--- src/rtl/accum_pkg.sv ---
// Shared constants for the accumulator ALU sequencer: widths, opcodes and FSM encoding.
package accum_pkg;

  localparam int ACC_WIDTH = 8;
  localparam int ACC_OPW   = 3;

  localparam logic [2:0] OP_ADD  = 3'b000;
  localparam logic [2:0] OP_SUB  = 3'b001;
  localparam logic [2:0] OP_AND  = 3'b010;
  localparam logic [2:0] OP_OR   = 3'b011;
  localparam logic [2:0] OP_XOR  = 3'b100;
  localparam logic [2:0] OP_PASS = 3'b101;
  localparam logic [2:0] OP_SHL  = 3'b110;
  localparam logic [2:0] OP_MUL  = 3'b111;

  localparam logic [1:0] ST_IDLE = 2'b00;
  localparam logic [1:0] ST_MUL  = 2'b01;
  localparam logic [1:0] ST_DONE = 2'b10;

endpackage

--- src/rtl/shift_add_mul8.sv ---
// Iterative unsigned shift-add multiplier; one partial product per clock after init.
module shift_add_mul8
  import accum_pkg::*;
#(
  parameter int WIDTH = ACC_WIDTH
) (
  input  logic                 clk,
  input  logic                 rst,
  input  logic                 init,
  input  logic [WIDTH-1:0]     a,
  input  logic [WIDTH-1:0]     b,
  output logic [2*WIDTH-1:0]   product,
  output logic                 last
);

  localparam int CW = $clog2(WIDTH);

  logic [2*WIDTH-1:0] mcand_q, mcand_d;
  logic [WIDTH-1:0]   mplier_q, mplier_d;
  logic [2*WIDTH-1:0] prod_q, prod_d;
  logic [CW-1:0]      count_q, count_d;
  logic [2*WIDTH-1:0] partial_s;

  // product already includes this cycle's partial, so the final value is usable on the last step
  always_comb begin
    if (mplier_q[0]) begin
      partial_s = mcand_q;
    end else begin
      partial_s = {(2*WIDTH){1'b0}};
    end
    product = prod_q + partial_s;
    last    = (count_q == CW'(WIDTH-1));
  end

  // next-state for the shift-add iteration
  always_comb begin
    if (init) begin
      mcand_d  = {{WIDTH{1'b0}}, a};
      mplier_d = b;
      prod_d   = {(2*WIDTH){1'b0}};
      count_d  = {CW{1'b0}};
    end else begin
      mcand_d  = mcand_q << 1;
      mplier_d = mplier_q >> 1;
      prod_d   = product;
      count_d  = count_q + CW'(1);
    end
  end

  // multiplier state registers
  always_ff @(posedge clk or posedge rst) begin
    if (rst) begin
      mcand_q  <= {(2*WIDTH){1'b0}};
      mplier_q <= {WIDTH{1'b0}};
      prod_q   <= {(2*WIDTH){1'b0}};
      count_q  <= {CW{1'b0}};
    end else begin
      mcand_q  <= mcand_d;
      mplier_q <= mplier_d;
      prod_q   <= prod_d;
      count_q  <= count_d;
    end
  end

endmodule

--- src/rtl/accum_alu_seq.sv ---
// Sequenced ALU feeding the accumulator: single-cycle logic/arith ops, 8-step MUL,
// registered result/flags with a one-cycle acc_load pulse and a busy handshake.
module accum_alu_seq
  import accum_pkg::*;
#(
  parameter int WIDTH = ACC_WIDTH,
  parameter int OPW   = ACC_OPW
) (
  input  logic             clk,
  input  logic             rst,
  input  logic             start,
  input  logic [OPW-1:0]   op,
  input  logic [WIDTH-1:0] acc_q,
  input  logic [WIDTH-1:0] operand,
  output logic [WIDTH-1:0] acc_d,
  output logic             acc_load,
  output logic             busy,
  output logic             carry,
  output logic             zero
);

  logic [1:0]         state_q, state_d;
  logic [WIDTH-1:0]   acc_d_q, acc_d_d;
  logic               load_q, load_d;
  logic               busy_q, busy_d;
  logic               carry_q, carry_d;
  logic               zero_q, zero_d;

  logic [WIDTH:0]     sum_s, diff_s;
  logic [WIDTH-1:0]   alu_res_s;
  logic               alu_c_s;
  logic               mul_init_s;
  logic [2*WIDTH-1:0] mul_prod_s;
  logic               mul_last_s;

  shift_add_mul8 #(.WIDTH(WIDTH)) u_mul (
    .clk     (clk),
    .rst     (rst),
    .init    (mul_init_s),
    .a       (acc_q),
    .b       (operand),
    .product (mul_prod_s),
    .last    (mul_last_s)
  );

  // single-cycle op decoder; SUB borrow is the ninth bit of the widened difference
  always_comb begin
    sum_s  = {1'b0, acc_q} + {1'b0, operand};
    diff_s = {1'b0, acc_q} - {1'b0, operand};
    case (op)
      OP_ADD:  begin alu_res_s = sum_s[WIDTH-1:0];  alu_c_s = sum_s[WIDTH];  end
      OP_SUB:  begin alu_res_s = diff_s[WIDTH-1:0]; alu_c_s = diff_s[WIDTH]; end
      OP_AND:  begin alu_res_s = acc_q & operand;   alu_c_s = 1'b0;          end
      OP_OR:   begin alu_res_s = acc_q | operand;   alu_c_s = 1'b0;          end
      OP_XOR:  begin alu_res_s = acc_q ^ operand;   alu_c_s = 1'b0;          end
      OP_PASS: begin alu_res_s = operand;           alu_c_s = 1'b0;          end
      OP_SHL:  begin alu_res_s = acc_q << 1;        alu_c_s = acc_q[WIDTH-1]; end
      default: begin alu_res_s = {WIDTH{1'b0}};     alu_c_s = 1'b0;          end
    endcase
  end

  // sequencer: only IDLE accepts start, so starts in MUL or DONE are dropped
  always_comb begin
    state_d    = state_q;
    acc_d_d    = acc_d_q;
    carry_d    = carry_q;
    load_d     = 1'b0;
    mul_init_s = 1'b0;
    case (state_q)
      ST_IDLE: begin
        if (start && (op == OP_MUL)) begin
          mul_init_s = 1'b1;
          state_d    = ST_MUL;
        end else if (start) begin
          acc_d_d = alu_res_s;
          carry_d = alu_c_s;
          load_d  = 1'b1;
        end else begin
          state_d = ST_IDLE;
        end
      end
      ST_MUL: begin
        if (mul_last_s) begin
          state_d = ST_DONE;
          acc_d_d = mul_prod_s[WIDTH-1:0];
          carry_d = |mul_prod_s[2*WIDTH-1:WIDTH];
          load_d  = 1'b1;
        end else begin
          state_d = ST_MUL;
        end
      end
      ST_DONE: state_d = ST_IDLE;
      default: state_d = ST_IDLE;
    endcase
    zero_d = (acc_d_d == {WIDTH{1'b0}});
    busy_d = (state_d == ST_MUL);
  end

  // registered state, result and flags
  always_ff @(posedge clk or posedge rst) begin
    if (rst) begin
      state_q <= ST_IDLE;
      acc_d_q <= {WIDTH{1'b0}};
      load_q  <= 1'b0;
      busy_q  <= 1'b0;
      carry_q <= 1'b0;
      zero_q  <= 1'b1;
    end else begin
      state_q <= state_d;
      acc_d_q <= acc_d_d;
      load_q  <= load_d;
      busy_q  <= busy_d;
      carry_q <= carry_d;
      zero_q  <= zero_d;
    end
  end

  assign acc_d    = acc_d_q;
  assign acc_load = load_q;
  assign busy     = busy_q;
  assign carry    = carry_q;
  assign zero     = zero_q;

endmodule

--- config.mk ---
export PLATFORM = sky130hd
export DESIGN_NAME = accum_alu_seq
export DESIGN_NICKNAME = d
export VERILOG_FILES = /design/src/rtl/accum_pkg.sv /design/src/rtl/shift_add_mul8.sv /design/src/rtl/accum_alu_seq.sv
export SDC_FILE = /design/constraint.sdc
export NUM_CORES = 1
export LEC_CHECK = 0
export BUFFER_PORTS_ARGS = -buffer_cell sky130_fd_sc_hd__clkbuf_2
export CAP_MARGIN = 30
export CORE_ASPECT_RATIO = 1.75
export CORE_MARGIN = 5
export CORE_UTILIZATION = 25
export CTS_BUF_LIST = sky130_fd_sc_hd__clkbuf_4 sky130_fd_sc_hd__clkbuf_8
export DETAILED_ROUTE_END_ITERATION = 10
export PLACE_DENSITY = 0.5
export SYNTH_ARGS = -nofsm -noshare
export SYNTH_HDL_FRONTEND = slang
export SYNTH_SLANG_ARGS = --single-unit
--- constraint.sdc ---
create_clock -name clk -period 4.5 [get_ports clk]
set_clock_uncertainty 0.1 [all_clocks]
set_input_delay 1.125 -clock clk [delete_from_list [all_inputs] [get_ports clk]]
set_output_delay 1.125 -clock clk [all_outputs]
set_load 0.02 [all_outputs]
* Word level (Yosys, flattened, before mapping)
Cells that the tools add are included.
** Word-level totals
- Bits of input ports :: 22
- Bits in registers :: 57
- Logic and storage cells :: 62
- Output and inout bits :: 12
** Operators by class
- Add/subtract/negate cells :: 4
- Bitwise operators :: 3
- Reduce and logical (&&, ||, !) cells :: 7
- Mux-type cells :: 25
- Equality and inequality tests :: 13
** Operators with widths (number)
- $pmux 8 s7 :: 1
- $mux 16 :: 3
- $mux 8 :: 4
- $add 16x16->16 :: 1
- $pmux 8 s2 :: 1
- $eq 3x3->1 const B :: 5
- $add 8x8->9 :: 1
- $sub 8x8->9 :: 1
- $and 8x8->8 :: 1
- $logic_not 8->1 :: 1
- $mux 1 :: 8
- $or 8x8->8 :: 1
- $reduce_or 8->1 :: 1
- $xor 8x8->8 :: 1
- $eq 3x2->1 const B :: 2
- $mux 2 :: 3
- $ne 2x2->1 const B :: 3
- $eq 2x1->1 const B :: 2
- $pmux 1 s2 :: 2
- $pmux 2 s2 :: 1
- $reduce_and 4->1 :: 1
- $add 3x1->3 const B :: 1
- $eq 3x1->1 const B :: 1
- $logic_not 3->1 :: 1
- other kinds (5) :: 5

* Depth between registers and ports, before layout
- Depth in word-level cells :: 6
- Mapped depth :: 11
- Depth with buffers taken out :: 10

* Modules after synthesis
From an unflattened synthesis, not the netlist that was laid out.
** Unflattened totals
- Cells, all modules :: 488
- Area, all modules :: 4650.7 um^2
** By module, submodules not included
- shift_add_mul8 :: sequential area each 1076.0 um^2, area an instance 2392.3 um^2, cells an instance 217, instances 1
- accum_alu_seq :: sequential area each 351.6 um^2, area an instance 2258.4 um^2, cells an instance 271, instances 1

* Worst setup path after synthesis
OpenSTA, ideal clock, no wires.
- Path type :: input -> register
- From :: input acc_q[0]
- To :: register zero_q, in the netlist zero
- Path buffers :: 0
- Required time :: 4310 ps
- Arrival :: 3157 ps
- Setup slack :: 1153 ps
- Stages :: 10
- Library setup time :: 90 ps
- Path through :: inv_1 ha_1 fa_1 mux2i_1 xnor2_1 mux4_2 a221o_1 nor3_1 nand4b_1 nor4_2
** Between the ends
- Longest elaborated chain between the ends :: 6
- Elaborated cells on any way between the ends :: 10
- Classes of those cells :: add/sub: 2; mux: 4; bitwise: 3; reduce/logical: 1
** RTL lines
- start: declaration :: RTL line accum_alu_seq.sv:13 : input logic [WIDTH-1:0] acc_q,
- $sub 8x8->9 or $add 8x8->9 (tied branches) :: RTL line accum_alu_seq.sv:49, accum_alu_seq.sv:48
- $pmux 8 s7 * :: RTL line accum_alu_seq.sv:50 : case (op)
- $mux 8 * :: RTL line accum_alu_seq.sv:74 : end else if (start) begin
- $mux 8 * :: RTL line accum_alu_seq.sv:71 : if (start && (op == OP_MUL)) begin
- $pmux 8 s2 * :: RTL line accum_alu_seq.sv:69 : case (state_q)
- net acc_d_d[2] :: RTL line accum_alu_seq.sv:23 : logic [WIDTH-1:0] acc_d_q, acc_d_d;
- $logic_not 8->1 * :: RTL line accum_alu_seq.sv:95 : zero_d = (acc_d_d == {WIDTH{1'b0}});
- net zero_d :: RTL line accum_alu_seq.sv:27 : logic zero_q, zero_d;
- end signal: assignment :: RTL line accum_alu_seq.sv:114 : zero_q <= zero_d;
- end: declaration :: RTL line accum_alu_seq.sv:27
Mark *: on every way through the listed nets, which the timed path passes. The rest lies on a longest branch.
A chain may end at the register's enable or synchronous reset.

* Worst setup path after layout
- From :: register u_mul.mplier_q[0]
- To :: register carry_q, in the netlist carry
** Between the ends
- Longest elaborated chain between the ends :: 5
** RTL lines
- start: declaration :: RTL line shift_add_mul8.sv:19 : logic [WIDTH-1:0] mplier_q, mplier_d;
- start signal: assignment :: RTL line shift_add_mul8.sv:54 : mplier_q <= {WIDTH{1'b0}};
- start signal: assignment :: RTL line shift_add_mul8.sv:59 : mplier_q <= mplier_d;
- $mux 16 :: RTL line shift_add_mul8.sv:26 : if (mplier_q[0]) begin
- $add 16x16->16 :: RTL line shift_add_mul8.sv:31 : product = prod_q + partial_s;
- $reduce_or 8->1 :: RTL line accum_alu_seq.sv:86 : carry_d = |mul_prod_s[2*WIDTH-1:WIDTH];
- $mux 1 :: RTL line accum_alu_seq.sv:83 : if (mul_last_s) begin
- $pmux 1 s2 :: RTL line accum_alu_seq.sv:69
- end signal: assignment :: RTL line accum_alu_seq.sv:113 : carry_q <= carry_d;
- end: declaration :: RTL line accum_alu_seq.sv:26 : logic carry_q, carry_d;
Every way passes these cells. The select of a mux whose other input is x is not followed.

==> summary.txt <==
Critical path
  – Arrival @ worst endpoint: 3.71 ns
  – Critical Path Start Type: flop
  – Req. time, crit path: ~4.6 ns
  – CP Cell Sequence: and2_1 -> ha_1 -> fa_1 -> a211o_1 -> a21bo_2 -> a31o_2 -> or3_1 -> a211oi_1 -> nand4_1 -> o31a_1
  – Reg-to-Reg Start: u_mul.mplier_q[0]
  – Cell count along the critical path: 10
  – Critical Path Source: u_mul.mplier_q[0]
  – Worst Setup Path Type: flop to flop
  – Cell family with the largest share of critical-path delay: compound AO/OA/AOI/OAI gates
  – Worst stage delay on the critical path: between 0.5 and 0.6 ns
  – Crit. End Element: flop
  – Max FO, Critical Path: 16
  – Flop2flop setup slack: 0.92 ns
  – Reg2Reg Depth: 10
  – Critical path buffers and inverters: 0
  – Crit-path slowest cell: dfrtp_1

Clock tree
  – Clk sinks: 57
  – Post-cts sizing count: 0
  – Root buf cell: clkbuf_8
  – Worst-path clk slew: roughly 0.070 ns
  – Post-CTS Setup Bufs: 0
  – Number of H-tree levels: 3
  – Clk buf depth: 2
  – CTS tree: done
  – Clock latency at the later pin of the worst-skew pair: ~0.34 ns
  – CTS Buf Count: 9
  – Cts hold-fix bufs: 0

STA
  – Slew Limit Fails: 0
  – Final setup viols: 0
  – Min Tclk post-route: about 3.6 ns
  – RSZ-0062 raised after global routing: false
  – Setup ws final: 0.917 ns
  – Setup_tns: 0 ns
  – Final hold slack: between 0.3 and 0.4 ns
  – Slew HR: 0.419
  – Maximum operating frequency: between 0.2 and 0.3 GHz
  – Final critical-path share of the clock period: 0.796
  – Fin. Hold Viols: 0
  – Tightest Pin Transition: slightly below 0.9 ns

GRT
  – Total grt overflow: 0
  – Largest net degree at the start of global routing: 42
  – GRT Total Usage: 0.124
  – First-pass GRT wire length: 18900 µm
  – Vias in the first global route: between 3000 and 4000
  – Initial antenna violation count: 0

Die
  – Die Width: approximately 110 µm
  – Cell Rows: 62
  – I/O Pins: 34
  – Die ar.: about 0.02 mm²
  – Die Span Y: 181 µm
  – Initial core utilization: 0.254
  – Core Footprint: about 0.016 mm²

Synthesis
  – Synth area leader: dfrtp_1
  – Most common cell in the netlist: dfrtp_1
  – Synth async-reset ratio: 1.00
  – Top-area cell type share of the netlist area: 0.337
  – Synth unique cells: 64
  – Synth Flop Type: dfrtp_1
  – Synth Cell Area: 0.00416 mm²
  – Largest family of logic cells by synthesized area: simple AND/OR/NAND/NOR gates
  – Adder-cell area share of the yosys netlist: 0.138
  – Top post-synthesis cells by area: dfrtp_1, ha_1, and2_1
  – Syn Area/Cell: roughly 9 µm²
  – EDFF count, synth: 0
  – Mapped Cells: roughly 460
  – Mux cell area share after synthesis: 0.0343
  – Synthesized netlist net count: between 500 and 600
  – XOR/XNOR Fraction of Synth Area: 0.0337
  – Post-synthesis sequential area ratio: 0.343
  – Synth Area in Simple Gates: 0.214
  – Compound-Gate Fraction of Synth Area: 0.193
  – Synth warn: 0
  – Seq cells post-synth: between 50 and 60
  – Most instantiated cells after synthesis: dfrtp_1, ha_1, nor2_1

Power
  – Pleak: 2.31 nW
  – VDD IR max: 0.120 mV
  – P per Cell Area: 434 mW/mm²

Drt
  – Vias per cell: a little under 5
  – Final ANT Viol Nets: 0
  – Via Count: approximately 3500
  – DRT Wirelength: about 12000 µm
  – Drt pass-1 iters: 4
  – Drt drc: 0
  – Iter 0 DRT Violations: about 140
  – Drt wl/cell: 16.2 µm

Min path
  – Hold Path Origin: u_mul.count_q[0]
  – WHS Path Cells: 1
  – Worst Hold Class: flop to flop

Finish
  – Layout cells sized above 1: 0.134
  – Fin area: 0.00476 mm²
  – Layout area overhead: 14.4%
  – Ant diodes: 0
  – Final core utilization: 0.291
  – Final nets: ~560

Placement
  – Area after DPL: between 0.004 and 0.005 mm²
  – I/O Buffers: 33
  – Post-DP HPWL: 9360 µm
  – Pre-CTS setup slack: 0.688 ns
  – Final Wtd Congestion: about 0.88

Run status
  – Status: complete, no violations

Job
  – Max-cap check violation count: 0
## area by class of cell
| type | instances | area, µm² |
|---|---|---|
| multi-input cells | 361 | 2550 |
| repair buffers | 37 | 195 |
| clock buffers | 12 | 159 |
| inverters | 29 | 109 |
| clock inverters | 3 | 40.0 |
| well taps | 224 | 280 |
| flip-flops and latches | 57 | 1430 |
| fillers | 1765 | 11600 |
## where the power goes
group,switching (mW),internal [mW]
sequential,0.0916,0.670
clock,0.204,0.287
combinational,0.487,0.325
total,0.783,1.28
## path summary, 6_finish.rpt
check | end
worst max-delay path | carry
worst min-delay path | u_mul.count_q[0]
worst max register to register | carry
worst min register to register | u_mul.count_q[0]
max in group asynchronous | zero
min in group asynchronous | acc_load
## cell families (layout without fill, tap and decap cells)
logic type,Yosys count,after routing
AO/OA/AOI/OAI,119,119
adder cells (fa/ha/maj),44,44
AND/OR/NAND/NOR,171,171
XOR/XNOR,16,16
buffers and inverters,46,81
multiplexers,11,11
flip-flops,57,57
## cell usage in the layout (no fill, tap or decap), types with 5 or more instances in the layout
| master | count |
|---|---|
| and2_1 | 33 |
| nor2b_1 | 6 |
| nor2_1 | 40 |
| o21a_1 | 5 |
| dfrtp_1 | 56 |
| inv_1 | 28 |
| a21oi_1 | 22 |
| nand3_1 | 6 |
| ha_1 | 41 |
| a21o_1 | 11 |
| nand2b_1 | 6 |
| xor2_1 | 6 |
| a211oi_1 | 6 |
| o21ai_0 | 32 |
| nand3b_1 | 6 |
| clkbuf_8 | 11 |
| nand2_1 | 36 |
| clkbuf_2 | 33 |
| and3_1 | 10 |
| a31oi_1 | 5 |
| mux2i_1 | 6 |
| xnor2_1 | 10 |
| nor3_1 | 12 |
## worst register-to-register path: cells and delay by family, from the launching register on
family / cells / cell delay (ns)
AO/OA/AOI/OAI: 5 / 1.41
adder cells (fa/ha/maj): 2 / 0.64
flip-flops: 1 / 0.59
AND/OR/NAND/NOR: 3 / 0.71
## routing by layer
metal / wire [µm] / GRT usage
met5: 0 / 0
met4: 306 / 0.0521
met3: 282 / 0.0161
met2: 6830 / 0.248
met1: 4320 / 0.123
## metrics by stage
step	power [mW]	instances
after floorplan	1.33	464
after CTS	2.09	723
final	2.06	723
after global placement	1.58	708
after detailed placement	1.59	708
after global routing	2.20	723
## state kept, by name, summed over array words and instances (netlist names)
name	flops
busy	1
zero	1
u_mul.prod_q	16
u_mul.mcand_q	16
acc_load	1
u_mul.mplier_q	8
acc_d	8
carry	1
state_q	2
u_mul.count_q	3
(Power assumes the default switching activity.)
